File: src/rtl/alu_arbiter.sv
// Round-robin front end that time-shares one combinational ALU between NREQ requesters.
// Operands are held in registers for SETTLE cycles, then the ALU result is captured and returned.
module alu_arbiter #(
   parameter int  NREQ   = 4,
   parameter int  WIDTH  = 64,
   parameter int  SETTLE = 1,
   localparam int IDW    = $clog2(NREQ)
) (
   input  logic                  clk,
   input  logic                  rst_n,
   input  logic [NREQ-1:0]       req_valid,
   output logic [NREQ-1:0]       req_ready,
   input  logic [NREQ*5-1:0]     req_cmd,
   input  logic [NREQ*7-1:0]     req_opm,
   input  logic [NREQ*WIDTH-1:0] req_a,
   input  logic [NREQ*WIDTH-1:0] req_b,
   output logic                  rsp_valid,
   input  logic                  rsp_ready,
   output logic [IDW-1:0]        rsp_id,
   output logic [WIDTH-1:0]      rsp_out,
   output logic [WIDTH-1:0]      rsp_flags,
   output logic                  rsp_err,
   output logic                  busy,
   output logic [4:0]            alu_cmd,
   output logic [6:0]            alu_opm,
   output logic [WIDTH-1:0]      alu_a,
   output logic [WIDTH-1:0]      alu_b,
   input  logic [WIDTH-1:0]      alu_out,
   input  logic [WIDTH-1:0]      alu_regF,
   input  logic [WIDTH-1:0]      alu_error
);

   typedef enum logic [1:0] {S_IDLE, S_ISSUE, S_RESP} state_t;

   state_t           r_state;
   state_t           w_state_nxt;
   logic [IDW-1:0]   r_ptr;
   logic [3:0]       r_cnt;
   logic [IDW-1:0]   r_rsp_id;
   logic [WIDTH-1:0] r_rsp_out;
   logic [WIDTH-1:0] r_rsp_flags;
   logic             r_rsp_err;
   logic [4:0]       r_alu_cmd;
   logic [6:0]       r_alu_opm;
   logic [WIDTH-1:0] r_alu_a;
   logic [WIDTH-1:0] r_alu_b;

   logic [IDW:0]     w_pick;
   logic             w_any;
   logic [IDW-1:0]   w_win;
   logic [IDW-1:0]   w_ptr_nxt;
   logic             w_xfer;

   // Scanning from the far end lets the requester closest to the pointer overwrite the rest.
   function automatic logic [IDW:0] f_pick(input logic [NREQ-1:0] valid,
                                           input logic [IDW-1:0]  ptr);
      logic [IDW:0] sum;
      logic [IDW:0] res;
      res = '0;
      for (int k = NREQ-1; k >= 0; k--) begin
         sum = {1'b0, ptr} + (IDW+1)'(k);
         if (sum >= (IDW+1)'(NREQ)) sum = sum - (IDW+1)'(NREQ);
         if (valid[sum[IDW-1:0]]) res = {1'b1, sum[IDW-1:0]};
      end
      return res;
   endfunction

   assign w_pick    = f_pick(req_valid, r_ptr);
   assign w_any     = w_pick[IDW];
   assign w_win     = w_pick[IDW-1:0];
   assign w_ptr_nxt = (w_win == IDW'(NREQ-1)) ? '0 : w_win + 1'b1;
   assign w_xfer    = (r_state == S_IDLE) && w_any;
   assign req_ready = w_xfer ? (NREQ'(1) << w_win) : '0;

   always_comb begin
      w_state_nxt = r_state;
      case (r_state)
         S_IDLE:  if (w_xfer) w_state_nxt = S_ISSUE;
         S_ISSUE: if (r_cnt == 4'd0) w_state_nxt = S_RESP;
         S_RESP:  if (rsp_ready) w_state_nxt = S_IDLE;
         default: w_state_nxt = S_IDLE;
      endcase
   end

   // ALU input registers only move on a grant, so the ALU's flag state is left undisturbed.
   always_ff @(posedge clk) begin
      if (!rst_n) begin
         r_state     <= S_IDLE;
         r_ptr       <= '0;
         r_cnt       <= '0;
         r_rsp_id    <= '0;
         r_rsp_out   <= '0;
         r_rsp_flags <= '0;
         r_rsp_err   <= 1'b0;
         r_alu_cmd   <= 5'b11111;
         r_alu_opm   <= '0;
         r_alu_a     <= '0;
         r_alu_b     <= '0;
      end else begin
         r_state <= w_state_nxt;
         case (r_state)
            S_IDLE: begin
               if (w_xfer) begin
                  r_alu_cmd <= req_cmd[5*int'(w_win) +: 5];
                  r_alu_opm <= req_opm[7*int'(w_win) +: 7];
                  r_alu_a   <= req_a[WIDTH*int'(w_win) +: WIDTH];
                  r_alu_b   <= req_b[WIDTH*int'(w_win) +: WIDTH];
                  r_rsp_id  <= w_win;
                  r_ptr     <= w_ptr_nxt;
                  r_cnt     <= 4'(SETTLE-1);
               end
            end
            S_ISSUE: begin
               if (r_cnt == 4'd0) begin
                  r_rsp_out   <= alu_out;
                  r_rsp_flags <= alu_regF;
                  r_rsp_err   <= |alu_error;
               end else begin
                  r_cnt <= r_cnt - 4'd1;
               end
            end
            default: ;
         endcase
      end
   end

   assign rsp_valid = (r_state == S_RESP);
   assign busy      = (r_state != S_IDLE);
   assign rsp_id    = r_rsp_id;
   assign rsp_out   = r_rsp_out;
   assign rsp_flags = r_rsp_flags;
   assign rsp_err   = r_rsp_err;
   assign alu_cmd   = r_alu_cmd;
   assign alu_opm   = r_alu_opm;
   assign alu_a     = r_alu_a;
   assign alu_b     = r_alu_b;

endmodule
File: config.mk
export PLATFORM = sky130hd
export DESIGN_NAME = alu_arbiter
export DESIGN_NICKNAME = d
export VERILOG_FILES = /design/src/rtl/alu_arbiter.sv
export SDC_FILE = /design/constraint.sdc
export NUM_CORES = 1
export LEC_CHECK = 0
export CORE_AREA = 2 2 408 410
export DETAILED_ROUTE_END_ITERATION = 10
export DIE_AREA = 0 0 410 412
export PLACE_DENSITY_LB_ADDON = 0.12
export SLEW_MARGIN = 20
export SYNTH_ARGS = -nofsm -noshare
export SYNTH_HDL_FRONTEND = slang
export SYNTH_SLANG_ARGS = --single-unit
export TNS_END_PERCENT = 5
File: constraint.sdc
create_clock -name clk -period 2.01 [get_ports clk]
set_input_delay 0.201 -clock clk [delete_from_list [all_inputs] [get_ports clk]]
set_output_delay 0.201 -clock clk [all_outputs]
set_load 0.01 [all_outputs]
==> impl_metrics.env <==
export IMPL_path_cells="or4_4, nand2_8, buf_6, ha_4, and2_4, buf_6"
export IMPL_whs_path_depth=3
export IMPL_placed_cell_area_um2=28410
export IMPL_syn_area_um2=14280
export IMPL_cp_buffers_inverters=2
export IMPL_cts_root_buffer="clkbuf_16"
export IMPL_routed_wl_um=114700
export IMPL_nets=3472
export IMPL_clock_sinks=279
export IMPL_worst_pin_slew_ps=664.5
export IMPL_ys_async_sr_fraction=0
export IMPL_hold_path_class="in -> reg"
export IMPL_power_leakage_uw=0.01104
export IMPL_clock_path_buffers=3
export IMPL_max_freq_mhz=432.1
export IMPL_rsz0062_at_grt="true"
export IMPL_critical_path_class="reg -> out"
export IMPL_start_util=0.08693
export IMPL_synth_fp_nets=2378
export IMPL_fin_area_um2=30340
export IMPL_cts_tree="built"
export IMPL_violations="setup timing"
export IMPL_yosysTopAreaCell="dfxtp_1"
export IMPL_drive_gt1_frac=0.1456
export IMPL_grt_usage=0.1280
export IMPL_slowest_stage="or4_4"
export IMPL_post_route_period_util=1.152
export IMPL_place_congestion=0.7902
export IMPL_drc=0
export IMPL_synth_area_leaders="dfxtp_1 (39%), mux2_4 (10%), a221o_1 (9.5%)"
export IMPL_worst_slack_ps=-304.5
export IMPL_synth_area_per_cell_um2=8.841
export IMPL_min_to="rsp_out[61]"
export IMPL_grt_overflow_total=0
export IMPL_relSlewSlack=0.5570
export IMPL_worstPathMaxFanout=4
export IMPL_cp_arrival_ps=2110
export IMPL_die_y_um=412
export IMPL_clk_latency_ps=620
export IMPL_ys_ff_latch=279
export IMPL_final_hold_violation_count=0
export IMPL_worstReg2RegEnd="alu_b[41]"
export IMPL_max_stage_delay_ps=560
export IMPL_outcome="finished with violations"
export IMPL_r2r_setup_slack_ps=-270
export IMPL_numPortBuffers=1035
export IMPL_hold_start="alu_out[61]"
export IMPL_cpLargestDelayFamily="simple AND/OR/NAND/NOR gates"
export IMPL_synth_top_area_frac=0.3912
export IMPL_die_x_um=410
export IMPL_maxSlewViolCount=0
export IMPL_r2r_start="r_ptr[1]"
export IMPL_setup_violations=139
export IMPL_crit_top_cell="buf_6"
export IMPL_post_synth_top_count_cell="dfxtp_1"
export IMPL_die_area_um2=168900
export IMPL_dp_hpwl_um=90880
export IMPL_synth_flop_cell="dfxtp_1"
export IMPL_coreArea_um2=164200
export IMPL_synth_cells=1615
export IMPL_yosys_top_cells_count="dfxtp_1 (279), nand2_1 (268), a21oi_1 (138), o21ai_0 (137), a21boi_0 (136)"
export IMPL_grt_pass1_vias=17971
export IMPL_dp_cells=4838
export IMPL_htree_levels=2
export IMPL_synth_edf_count=0
export IMPL_r2r_cells=8
export IMPL_critPathCaptureType="output pin"
export IMPL_rows=149
export IMPL_cts_hold_repair_buffers=0
export IMPL_ys_types=39
export IMPL_vias_per_cell=3.430
export IMPL_numCtsBuffers=44
export IMPL_antenna_left=0
export IMPL_grt_max_degree=144
export IMPL_pre_cts_ws_ps=-954.9
export IMPL_antenna_found_initial=21
export IMPL_vias=16939
export IMPL_syn_to_final_growth_pct=112.5
export IMPL_ys_seq_area_frac=0.3912
export IMPL_ios=1036
export IMPL_skew_ps=22.41
export IMPL_finalNonFillerCells=4939
export IMPL_tns_ps=-27350
export IMPL_yosys_warnings=0
export IMPL_power_density_nw_per_um2=1253
export IMPL_critPathLaunchType="flip-flop"
export IMPL_fillCellCount=18315
export IMPL_dr_first_iter_drc_count=760
export IMPL_cts_clk_slew_worst_paths_ps=60
export IMPL_wire_per_inst_um=23.22
export IMPL_hold_slack_ps=129.0
export IMPL_ir_drop_uv=495.1
export IMPL_max_cap_violations=0
export IMPL_grt_pass1_wl_um=152400
export IMPL_drtPass1Iterations=5
export IMPL_cp_required_ps=1810
export IMPL_layout_min_cycle_time_ps=2315
-- registers in the layout, indices dropped and copies added, names as in the netlist --
name	flops
r_state	2
r_cnt	4
rsp_flags	64
rsp_out	64
r_ptr	2
alu_opm	7
alu_b	64
rsp_err	1
rsp_id	2
alu_cmd	5
alu_a	64
-- what timing repair did --
item                                    in CTS  in global routing
gates resized for setup                     66                 23
cloned                                       2                  2
buffers inserted                             9                  1
endpoints found under the setup margin     143                173
pin swaps                                   47                 38
-- layout by cell type (no fill, tap or decap), types with 3 or more instances in the layout --
master | synthesis | final
mux2_1 | 30 | 14
clkdlybuf4s50_1 | 0 | 1028
buf_4 | 0 | 115
nor4_1 | 18 | 18
clkinv_2 | 0 | 8
inv_16 | 0 | 3
clkbuf_8 | 0 | 10
o21ai_0 | 137 | 136
buf_6 | 15 | 18
diode_2 | 0 | 9
buf_16 | 0 | 3
dfxtp_2 | 0 | 4
o221ai_1 | 5 | 5
a21boi_0 | 136 | 136
clkbuf_1 | 129 | 10
nor2_1 | 11 | 9
dfxtp_1 | 279 | 275
nand4_1 | 5 | 5
mux2_2 | 7 | 10
a21oi_1 | 138 | 137
clkbuf_16 | 0 | 46
a221o_1 | 135 | 135
mux2i_1 | 10 | 10
buf_12 | 0 | 40
nand2_1 | 268 | 266
and2_4 | 0 | 4
nor2b_1 | 7 | 6
inv_1 | 4 | 4
nand3_1 | 135 | 134
mux2_4 | 98 | 111
-- how the worst max path moves through the flow --
stage                       from      endpoint  cells after the start
CTS                     r_ptr[0]  req_ready[3]                      7
floorplan               r_ptr[1]      alu_a[0]                      8
global placement    req_valid[3]  req_ready[1]                      8
finish                  r_ptr[1]  req_ready[3]                      6
detailed placement  req_valid[3]     alu_b[59]                     10
global route            r_ptr[1]  req_ready[3]                      6
-- power by group --
group / switching (uW) / total [uW] / internal, uW
logic: 10100 / 20800 / 10700
clock network: 3390 / 8070 / 4690
registers: 1360 / 9120 / 7760
-- cells by family (layout without fill, tap and decap cells) --
group / Yosys count / after routing / share of synthesized area
AO/OA/AOI/OAI: 558 / 558 / 0.2697
XOR/XNOR: 2 / 2 / 0.001227
multiplexers: 145 / 145 / 0.1393
other: 0 / 9 / 0
AND/OR/NAND/NOR: 459 / 459 / 0.1421
adder cells (fa/ha/maj): 4 / 4 / 0.003506
buffers and inverters: 168 / 1294 / 0.05302
flip-flops: 279 / 279 / 0.3912
-- stage by stage --
stage,total power [uW],util
6_report,38020,0.1847
2_1_floorplan,17410,-
3_3_place_gp,29920,0.1730
4_1_cts,38870,0.1836
5_1_grt,40580,0.1847
3_5_place_dp,29800,0.1730
-- cell type report --
class / count / area, um2 / share of cell area
Timing Repair Buffer: 1211 / 12360 / 0.4073
Antenna cell: 9 / 22.52 / 0.0007422
Inverter: 5 / 35.03 / 0.001155
Sequential cell: 279 / 5590 / 0.1842
Tap cell: 2189 / 2739 / 0.09026
Clock inverter: 14 / 178.9 / 0.005897
Multi-Input combinational cell: 1168 / 8142 / 0.2683
Clock buffer: 64 / 1276 / 0.04206
-- per-layer routing --
layer  wire length [um]  track usage  up-vias
met5                104            0        -
met4               2358      0.02935       18
met3               8913      0.04337      123
met2              58610       0.2328      620
met1              44680       0.1425     8030
li1                   -            -     8148
-- worst register-to-register path: cells and delay by family, from the launching register on --
family                 cells  cell delay (ps)
and+or+nand+nor            2              690
buffers and inverters      4              530
DFF                        1              330
AOI/OAI and AO/OA          1              320
muxes                      1              300
Note: power is estimated with default switching activity, not from simulation.
